## config.mk

```make
export PLATFORM = sky130hd
export DESIGN_NAME = id_ex_reg
export DESIGN_NICKNAME = d
export VERILOG_FILES = /design/src/rtl/pipe_pkg.sv /design/src/rtl/pipe_reg.sv /design/src/rtl/id_ex_reg.sv
export SDC_FILE = /design/constraint.sdc
export NUM_CORES = 1
export LEC_CHECK = 0
export CORE_ASPECT_RATIO = 1.75
export CORE_MARGIN = 3
export CORE_UTILIZATION = 43
export DETAILED_ROUTE_END_ITERATION = 6
export HOLD_SLACK_MARGIN = 0.06
export PLACE_DENSITY_LB_ADDON = 0.08
export RECOVER_POWER = 100
export SYNTH_ARGS = -nofsm -noshare
export SYNTH_HDL_FRONTEND = slang
export SYNTH_HIERARCHICAL = 1
export SYNTH_SLANG_ARGS = --single-unit
```

## constraint.sdc

```tcl
create_clock -name clk -period 4.9 [get_ports clk]
set_input_delay 0.98 -clock clk [delete_from_list [all_inputs] [get_ports clk]]
set_output_delay 0.98 -clock clk [all_outputs]
set_load 0.01 [all_outputs]
```

## src/rtl/pipe_pkg.sv

```systemverilog
// Shared pipeline definitions: the decode control bundle and the bubble encodings
// used by both the hazard stage and the ID/EX register.
package pipe_pkg;

  typedef struct packed {
    logic       alu_src;
    logic       mem_to_reg;
    logic       reg_write;
    logic [1:0] mem_write;
    logic [1:0] alu_op;
    logic [2:0] mem_read;
  } ctrl_t;

  localparam int CTRL_W = $bits(ctrl_t);

  localparam logic [1:0] MEMWRITE_NOP = 2'b11;
  localparam logic [2:0] MEMREAD_NOP  = 3'b101;
  localparam logic [1:0] ALUOP_NOP    = 2'b00;

  // Control bundle of an inserted bubble: no write-back, no store, no load.
  localparam ctrl_t CTRL_NOP = '{
    alu_src:    1'b0,
    mem_to_reg: 1'b0,
    reg_write:  1'b0,
    mem_write:  MEMWRITE_NOP,
    alu_op:     ALUOP_NOP,
    mem_read:   MEMREAD_NOP
  };

endpackage

```

## src/rtl/pipe_reg.sv

```systemverilog
// Generic pipeline register: enable to load, clear forces a fixed value.
module pipe_reg #(
  parameter int                 WIDTH   = 8,
  parameter logic [WIDTH-1:0]   CLR_VAL = '0
) (
  input  logic             clk,
  input  logic             reset,
  input  logic             en,
  input  logic             clr,
  input  logic [WIDTH-1:0] d,
  output logic [WIDTH-1:0] q
);

  // Reset and clear both force CLR_VAL; otherwise load only when enabled.
  always_ff @(posedge clk) begin
    if (reset || clr) begin
      q <= CLR_VAL;
    end else if (en) begin
      q <= d;
    end
  end

endmodule

```

## src/rtl/id_ex_reg.sv

```systemverilog
// ID/EX pipeline register with stall, flush-to-bubble and a saturating bubble counter.
module id_ex_reg
  import pipe_pkg::*;
#(
  parameter int PC_W   = 9,
  parameter int DATA_W = 32
) (
  input  logic              clk,
  input  logic              reset,
  input  logic              Stall,
  input  logic              Flush,
  input  logic              Valid_in,
  input  logic              ALUSrc_in,
  input  logic              MemtoReg_in,
  input  logic              RegWrite_in,
  input  logic [1:0]        MemWrite_in,
  input  logic [1:0]        ALUOp_in,
  input  logic [2:0]        MemRead_in,
  input  logic [PC_W-1:0]   PC_in,
  input  logic [DATA_W-1:0] RD1_in,
  input  logic [DATA_W-1:0] RD2_in,
  input  logic [DATA_W-1:0] Imm_in,
  input  logic [4:0]        RS1_in,
  input  logic [4:0]        RS2_in,
  input  logic [4:0]        RD_in,
  input  logic [2:0]        Funct3_in,
  input  logic [6:0]        Funct7_in,
  output logic              Valid_ex,
  output logic              ALUSrc_ex,
  output logic              MemtoReg_ex,
  output logic              RegWrite_ex,
  output logic [1:0]        MemWrite_ex,
  output logic [1:0]        ALUOp_ex,
  output logic [2:0]        MemRead_ex,
  output logic [PC_W-1:0]   PC_ex,
  output logic [DATA_W-1:0] RD1_ex,
  output logic [DATA_W-1:0] RD2_ex,
  output logic [DATA_W-1:0] Imm_ex,
  output logic [4:0]        RS1_ex,
  output logic [4:0]        RS2_ex,
  output logic [4:0]        RD_ex,
  output logic [2:0]        Funct3_ex,
  output logic [6:0]        Funct7_ex,
  output logic [15:0]       BubbleCount
);

  // Payload layout, MSB first: valid, control bundle, then datapath and fields.
  localparam int FIELD_W = PC_W + 3 * DATA_W + 3 * 5 + 3 + 7;
  localparam int PAY_W   = 1 + CTRL_W + FIELD_W;

  // A bubble is invalid, carries the no-op controls and zeroes everything else.
  localparam logic [PAY_W-1:0] BUBBLE = {1'b0, CTRL_NOP, {FIELD_W{1'b0}}};

  ctrl_t             ctrl_in;
  ctrl_t             ctrl_q;
  logic [PAY_W-1:0]  payload_d;
  logic [PAY_W-1:0]  payload_q;
  logic [15:0]       bubble_count;
  logic              bubble_load;

  assign ctrl_in = '{
    alu_src:    ALUSrc_in,
    mem_to_reg: MemtoReg_in,
    reg_write:  RegWrite_in,
    mem_write:  MemWrite_in,
    alu_op:     ALUOp_in,
    mem_read:   MemRead_in
  };

  assign payload_d = {Valid_in, ctrl_in, PC_in, RD1_in, RD2_in, Imm_in,
                      RS1_in, RS2_in, RD_in, Funct3_in, Funct7_in};

  // Flush wins over Stall inside pipe_reg because clear beats enable.
  pipe_reg #(
    .WIDTH   (PAY_W),
    .CLR_VAL (BUBBLE)
  ) u_payload (
    .clk   (clk),
    .reset (reset),
    .en    (~Stall),
    .clr   (Flush),
    .d     (payload_d),
    .q     (payload_q)
  );

  assign {Valid_ex, ctrl_q, PC_ex, RD1_ex, RD2_ex, Imm_ex,
          RS1_ex, RS2_ex, RD_ex, Funct3_ex, Funct7_ex} = payload_q;

  assign ALUSrc_ex   = ctrl_q.alu_src;
  assign MemtoReg_ex = ctrl_q.mem_to_reg;
  assign RegWrite_ex = ctrl_q.reg_write;
  assign MemWrite_ex = ctrl_q.mem_write;
  assign ALUOp_ex    = ctrl_q.alu_op;
  assign MemRead_ex  = ctrl_q.mem_read;

  // An edge presents a bubble when it flushes, or loads an invalid instruction unstalled.
  assign bubble_load = Flush | (~Stall & ~Valid_in);

  // Count presented bubbles, saturating at all-ones; reset clears without counting.
  always_ff @(posedge clk) begin
    if (reset) begin
      bubble_count <= 16'h0000;
    end else if (bubble_load && (bubble_count != 16'hFFFF)) begin
      bubble_count <= bubble_count + 16'd1;
    end
  end

  assign BubbleCount = bubble_count;

endmodule
```

==> results of run 1 <==
==> kinds of logic (layout without fill, tap and decap cells) <==
logic type / after synthesis / in the layout
AND/OR/NAND/NOR: 189 / 189
flip-flops: 157 / 157
multiplexers: 141 / 141
buffers and inverters: 35 / 336
AO/OA/AOI/OAI: 31 / 31
adder cells (fa/ha/maj): 1 / 1
==> layout by cell type, fill, tap and decap left out, types with 2 or more instances in the layout <==
cell             Yosys  routed
dlygate4sd3_1        0     159
dfxtp_1            157     157
nor2_1             142     142
clkdlybuf4s50_1      0     142
mux2i_1            141     141
clkbuf_16            0      17
nand2_1             10      10
a21oi_1              9       9
nand4_1              5       6
nand3_1              6       6
o31ai_1              6       6
or4_1                6       6
inv_6                0       5
clkinvlp_4           0       5
nor4_1               1       3
o21ba_1              3       3
o21ai_0              1       3
or3_1                3       3
clkbuf_1             1       3
bufinv_16            0       3
a21oi_2              2       2
and4_4               2       2
and3_1               2       2
a31oi_1              2       2
a211oi_1             2       2
nor3_2               2       2
nor3_1               2       2
buf_12               0       2
==> registers in the layout, summed over array words and instances (netlist names) <==
register,cells
BubbleCount,16
u_payload/q,141
==> through the flow <==
stage	setup slack (ns)	area [um^2]	utilization	hold slack [ns]
2_1_floorplan	2.81	5930	-	0.511
3_3_place_gp	1.72	8930	0.664	0.455
3_5_place_dp	1.64	8930	0.664	0.463
4_1_cts	2.09	9530	0.708	0.478
5_1_grt	1.12	9490	0.705	0.495
6_report	1.30	9490	0.705	0.470
==> worst register-to-register path, stage by stage, from the launching register on <==
cell	delay, ns
dfxtp_1	0.41
ha_1	0.24
nand3_1	0.22
nor4_1	1.67
o21ai_0	0.36
a21oi_2	0.19
==> power groups by stage <==
stage | Sequential, mW | Combinational [mW] | Clock (mW)
2_1_floorplan | 1.38 | 0.142 | 0
3_3_place_gp | 1.36 | 0.364 | 0
3_5_place_dp | 1.37 | 0.370 | 0
4_1_cts | 1.34 | 0.372 | 1.36
5_1_grt | 1.34 | 0.379 | 1.41
6_report | 1.34 | 0.354 | 1.33
==> metal layers <==
layer / GRT usage / vias up / wire length [um]
met4: 0.0769 / 0 / 355
met2: 0.402 / 214 / 9130
li1: - / 2476 / -
met3: 0.0783 / 25 / 1530
met5: 0 / - / 0
met1: 0.228 / 2363 / 6180
==> final timing paths <==
path,from,to,slack (ns),depth (start not counted)
worst max register to register,BubbleCount[0]$_SDFFE_PP0P_,BubbleCount[5]$_SDFFE_PP0P_,1.73,5
worst max-delay path,Stall,u_payload/q[3]$_SDFFE_PP0P_,1.30,5
worst min-delay path,u_payload/q[132]$_SDFFE_PP1P_,u_payload/q[132]$_SDFFE_PP1P_,0.47,2
worst min register to register,u_payload/q[132]$_SDFFE_PP1P_,u_payload/q[132]$_SDFFE_PP1P_,0.47,2
==> cells in the mapped netlist (all sizes together) <==
library cell  number  area (um^2)
o31a               1         8.76
or4                6         45.0
a21oi             11         62.6
clkbuf             1         3.75
o21a               1         7.51
and3b              1         8.76
nand3b             1         7.51
inv                1         3.75
o31ai              6         45.0
a31oi              2         12.5
o21ai              4         20.0
or3                3         18.8
nand4              7         65.1
o21bai             1         11.3
nor4               3         40.0
o21ba              3         30.0
nand2             10         37.5
nand3              6         30.0
nor4b              1         8.76
ha                 1         12.5
nor3               4         30.0
mux2i            141         1410
a211oi             2         15.0
nor2             142          533
and4               2         22.5
buf               33          277
dfxtp            157         3140
or2                1         6.26
and3               2         12.5
==> final cells by class <==
cell class | count | area, um^2 | area share
Clock buffer | 19 | 433 | 0.0456
Clock inverter | 12 | 163 | 0.0171
Inverter | 1 | 8.76 | 0.000923
Multi-Input combinational cell | 362 | 2460 | 0.260
Sequential cell | 157 | 3140 | 0.331
Tap cell | 174 | 218 | 0.0229
Timing Repair Buffer | 304 | 3060 | 0.322
==> results by group, run 1 <==
Run status
  • Outcome: complete, but fails checks
  • Failing checks: max-capacitance violations, max-slew violations

Clock network
  • CTS Sinks: approximately 160
  • H-tree depth: 4
  • # hold bufs at CTS: 0
  • Post-cts sizing count: 0
  • Worst skew pair latency: between 0.4 and 0.5 ns
  • CTS clk-pin slew, worst paths: about 0.060 ns
  • Post-CTS Setup Bufs: 0
  • TritonCTS clock tree: built
  • Clock root buffer: clkbuf_16
  • Cts bufs inserted: 17
  • CTS max path bufs: 2

Yosys
  • Syn Inst Count: 554
  • Largest family of logic cells by synthesized area: multiplexers
  • Complex-gate fraction of the synthesized area: 0.0359
  • Post-synthesis adder-cell area fraction: 0.00211
  • Mapped Nets: 700
  • YS warnings: 6
  • Avg Cell Area, Syn: roughly 11 um^2
  • Post-synthesis xor/xnor area fraction: 0
  • Post-Synth Simple-Gate Area: 0.146
  • Synth Register Bits: approximately 160
  • Netlist cell types: 39
  • Syn Std Cell Area: 5930 um^2
  • Multiplexer share of the synthesized area: 0.238
  • Seq/Total Area, Yosys: 0.530

STA
  • Setup total negative slack: 0 ns
  • Fin crit share: 0.735
  • Min Tclk post-route: between 3 and 4 ns
  • Clock Skew: ~0.0036 ns
  • Slew headroom: -0.365
  • Slew Limit Fails: 43
  • Final hold vios: 0
  • RSZ-0062 raised after global routing: no
  • F_max: 278 MHz
  • Worst-Margin Slew: 2.03 ns
  • Final setup vio count: 0

Global route
  • Overall routing resource usage: 0.221
  • Initial antenna violation count: 0
  • Vias in the first global route: between 5000 and 6000
  • First-pass GRT wire length: 26300 um
  • Largest net degree at the start of global routing: 81
  • Grt total ovfl: 0

Placed design
  • Placed cells: about 1000
  • Hpwl dp: ~13000 um
  • Buffers on Ports: 301
  • Final Wtd Congestion: between 0.8 and 0.9

Pwr
  • Cell Int Power: 2.34 mW
  • Sw Share: 0.226
  • Clk pwr share: 0.440
  • Reg power frac: 0.443
  • Power Total: between 3 and 4 mW
  • Worst vdd ir: between 0.0002 and 0.00025 V
  • Static leakage: approximately 4.3 nW
  • Combinational power share: 0.117
  • P_sw: between 0.6 and 0.7 mW
  • Pwr Density: ~320 nW/um^2

Critical path
  • Req. time, crit path: ~5.2 ns
  • CP Buf/Inv Count: 3
  • Critical Path Max Stage Delay: ~1.2 ns
  • Crit start category: primary input
  • Crit path DAT: 3.87 ns
  • Crit path capture type: flop
  • Critical path's top delay family: buffers and inverters
  • Critical path peak fanout: between 60 and 70
  • WS Path Type: primary input to flop
  • Slowest-stage cell, CP: clkbuf_1
  • Worst-path cell chain: dlygate4sd3_1 -> inv_6 -> clkbuf_1 -> mux2i_1 -> nor2_1

Layout
  • Layout cell share with drive strength beyond 1: 0.0468
  • Area Overhead vs Synth: 60.0%
  • Fin cells: around 1000
  • Antenna cells: 0
  • Fillers: 1078
  • Fin nets: about 990

Floorplanning
  • Core Box Area: ~13000 um^2
  • Die X-Extent: ~95 um
  • DIE AREA: 15300 um^2
  • IO Pins: 302
  • Cell Rows: 56
  • Starting density of the core: 0.441
  • Die H: approximately 160 um

Route
  • Post-DR wirelength/cell: between 15 and 20 um
  • Vias per cell: a little under 5
  • Drt drc: 0
  • Pre-Repair DR Iteration Count: 4
  • 1st-iter DRT viols: roughly 150
  • Final wirelength: about 17000 um
  • Vias: approximately 5000
  • Antenna Nets Post-Route: 0

Job
  • Max Cap Violations: 2

Worst hold path
  • Worst min path class: flop to flop
No activity file was read; power rests on OpenSTA's default activity.
==> run 2: changes to the inputs <==
CORE_UTILIZATION = 40   (was 43)
clock period = 3.56 ns   (was 4.9 ns; I/O delays follow)
==> run 2 against run 1 <==
The flow now finishes without violations. Wire length increased by 3.8%. Power increased by 38%. Die area increased by 7.1%. First-iteration DRC count decreased by 27%. Clock power increased by 38%. Design area increased by 0.51%. Non-clock buffer count increased by 5. Combinational power increased by 39%. Sequential cell count unchanged. Largest power group unchanged.
==> results by group, run 2 (synthesis gave the netlist of run 1 again) <==
Layout
  • Area Overhead vs Synth: 60.8%
  • Fin cells: 1040 (+1.1%)
  • Multi-input logic area: 2470 um^2 (+0.15%)
  • Sequential cell area: 3140 um^2 (unchanged)
  • Layout cell share with drive strength beyond 1: 0.0535 (+0.00670)
  • Antenna cells: 0 (unchanged)
  • Fillers: 1187 (+10%)
  • Largest register FFs: 141 (unchanged)
  • Top reg by flops: u_payload/q
  • Most common cell after layout, fill and taps aside: dlygate4sd3_1
  • Fin nets: 994 (+0.51%)
  • Fin area: 9540 um^2 (+0.51%)
  • Commonest non-fill, non-tap cells in the layout: dlygate4sd3_1, dfxtp_1, nor2_1, clkdlybuf4s50_1, mux2i_1

STA
  • Final setup margin: 0.875 ns (-0.423 ns)
  • Slew Limit Fails: 0 (-100%)
  • Setup total negative slack: 0 ns (unchanged)
  • Fin crit share: 0.754
  • Worst-Margin Slew: 1.28 ns (-0.746 ns)
  • Final hold vios: 0 (unchanged)
  • Min Tclk post-route: between 2 and 3 ns
  • Slew headroom: 0.137 (+0.502)
  • RSZ-0062 raised after global routing: no
  • Final setup vio count: 0 (unchanged)
  • Clock Skew: 0.0109 ns (+0.00737 ns)
  • F_max: about 370 MHz

Route
  • 1st-iter DRT viols: 110 (-27%)
  • Post-DR wirelength/cell: 17.2 um (+2.7%)
  • Pre-Repair DR Iteration Count: 4 (unchanged)
  • Antenna Nets Post-Route: 0 (unchanged)
  • Drt drc: 0 (unchanged)
  • Vias: 5072 (-0.12%)
  • Vias per cell: 4.88 (-1.2%)
  • Final wirelength: 17900 um (+3.8%)

Clock network
  • # hold bufs at CTS: 0 (unchanged)
  • CTS max path bufs: 2 (unchanged)
  • CTS Sinks: 157 (unchanged)
  • Post-CTS Setup Bufs: 0 (unchanged)
  • Cts bufs inserted: 17 (unchanged)
  • H-tree depth: 4 (unchanged)
  • Clock root buffer: clkbuf_16
  • Post-cts sizing count: 0 (unchanged)
  • CTS clk-pin slew, worst paths: 0.06 ns (about the same)
  • Worst skew pair latency: 0.41 ns (about the same)
  • TritonCTS clock tree: built

Critical path
  • Crit path capture type: flop
  • Critical Path Max Stage Delay: 0.78 ns (-0.46 ns)
  • Worst reg2reg path startpoint: BubbleCount[0]$_SDFFE_PP0P_
  • CP Buf/Inv Count: 3 (unchanged)
  • Worst reg2reg endpoint: BubbleCount[5]$_SDFFE_PP0P_
  • Slowest-stage cell, CP: clkbuf_2
  • Worst reg2reg path depth: 5 (unchanged)
  • Critical path peak fanout: 50 (-28%)
  • Crit path DAT: 2.93 ns (-0.94 ns)
  • Worst-path cell chain: dlygate4sd3_1 -> inv_6 -> clkbuf_2 -> mux2i_1 -> nor2_1
  • Register-to-Register Setup Slack: 1.06 ns (-0.67 ns)
  • Critical path's top delay family: buffers and inverters
  • CP Depth: 5 (unchanged)
  • Crit start category: primary input
  • WS Path Type: primary input to flop
  • Req. time, crit path: 3.80 ns (-1.37 ns)

Global route
  • Vias in the first global route: 5144 (+1.1%)
  • First-pass GRT wire length: 28000 um (+6.3%)
  • Largest net degree at the start of global routing: 73 (-9.9%)
  • Grt total ovfl: 0 (unchanged)
  • Overall routing resource usage: 0.216 (-0.00467)
  • Initial antenna violation count: 0 (unchanged)

Job
  • Max Cap Violations: 0 (-2)

Placed design
  • Worst slack at placement: 0.950 ns (-0.694 ns)
  • Placed cells: 1009 (+1.1%)
  • Buffers on Ports: 301 (unchanged)
  • Hpwl dp: 13400 um (+6.1%)
  • Placed Area: 8990 um^2 (+0.64%)
  • Final Wtd Congestion: 0.819 (+0.44%)

Pwr
  • Combinational power share: 0.119 (+0.002)
  • Static leakage: 4.33 nW (+0.63%)
  • Reg power frac: 0.442 (about the same)
  • Pwr Density: 436 nW/um^2 (+37%)
  • Sw Share: 0.227 (+0.000457)
  • P_sw: 0.942 mW (+38%)
  • Worst vdd ir: 0.000286 V (+28%)
  • Clk pwr share: 0.439 (about the same)
  • Cell Int Power: 3.21 mW (+38%)
  • Power Total: 4.16 mW (+38%)

Floorplanning
  • Die X-Extent: 98.0 um (+3.5%)
  • IO Pins: 302 (unchanged)
  • DIE AREA: 16400 um^2 (+7.1%)
  • Cell Rows: 58 (+3.6%)
  • Core Box Area: 14400 um^2 (+7.3%)
  • Die H: 167 um (+3.5%)
  • Starting density of the core: 0.411 (-0.0302)

Worst hold path
  • Worst Hold Path EP: u_payload/q[136]$_SDFFE_PP1P_
  • Worst hold stages: 2 (unchanged)
  • Worst min path class: flop to flop
  • Hold Crit Start: u_payload/q[136]$_SDFFE_PP1P_

Run status
  • Outcome: complete, no violations
[run 2: how the worst max path moves through the flow]
stage	start	endpoint	slack, ns
global placement	Stall	BubbleCount[13]$_SDFFE_PP0P_	0.98
global route	reset	u_payload/q[63]$_SDFFE_PP0P_	0.71
floorplan	Stall	BubbleCount[13]$_SDFFE_PP0P_	1.74
finish	Stall	u_payload/q[53]$_SDFFE_PP0P_	0.87
detailed placement	Stall	u_payload/q[134]$_SDFFE_PP0P_	0.95
CTS	BubbleCount[8]$_SDFFE_PP0P_	BubbleCount[8]	1.31
[run 2: power by group through the flow]
stage	Combinational [mW]	Clock, mW	Sequential (mW)
final	0.493	1.83	1.84
after global routing	0.529	1.95	1.84
after CTS	0.521	1.87	1.84
after detailed placement	0.518	0	1.88
after global placement	0.508	0	1.88
after floorplan	0.196	0	1.90
[run 2: final cells by class]
type                    instances  share of cell area
clock buffers                  19              0.0454
clock inverters                12              0.0172
inverters                       1            0.000919
multi-input cells             362               0.259
flip-flops and latches        157               0.330
well taps                     180              0.0236
repair buffers                309               0.324
[run 2: per-layer routing]
metal / track usage / vias to the layer above / share of wire
met5: 0 / - / 0
met4: 0.0850 / 0 / 0.030
met3: 0.0742 / 33 / 0.077
met2: 0.388 / 202 / 0.52
met1: 0.229 / 2346 / 0.37
li1: - / 2491 / -
[run 2: worst register-to-register path: cells and delay by family (launching register included)]
family | cells | cell delay (ns)
AO/OA/AOI/OAI | 2 | 0.46
adder cells (fa/ha/maj) | 1 | 0.24
AND/OR/NAND/NOR | 2 | 1.34
flip-flops | 1 | 0.42
[run 2: through the flow]
step	hold slack, ns	util
final	0.477	0.660
after CTS	0.491	0.664
after detailed placement	0.470	0.623
after global routing	0.503	0.660
after global placement	0.455	0.623
after floorplan	0.511	-
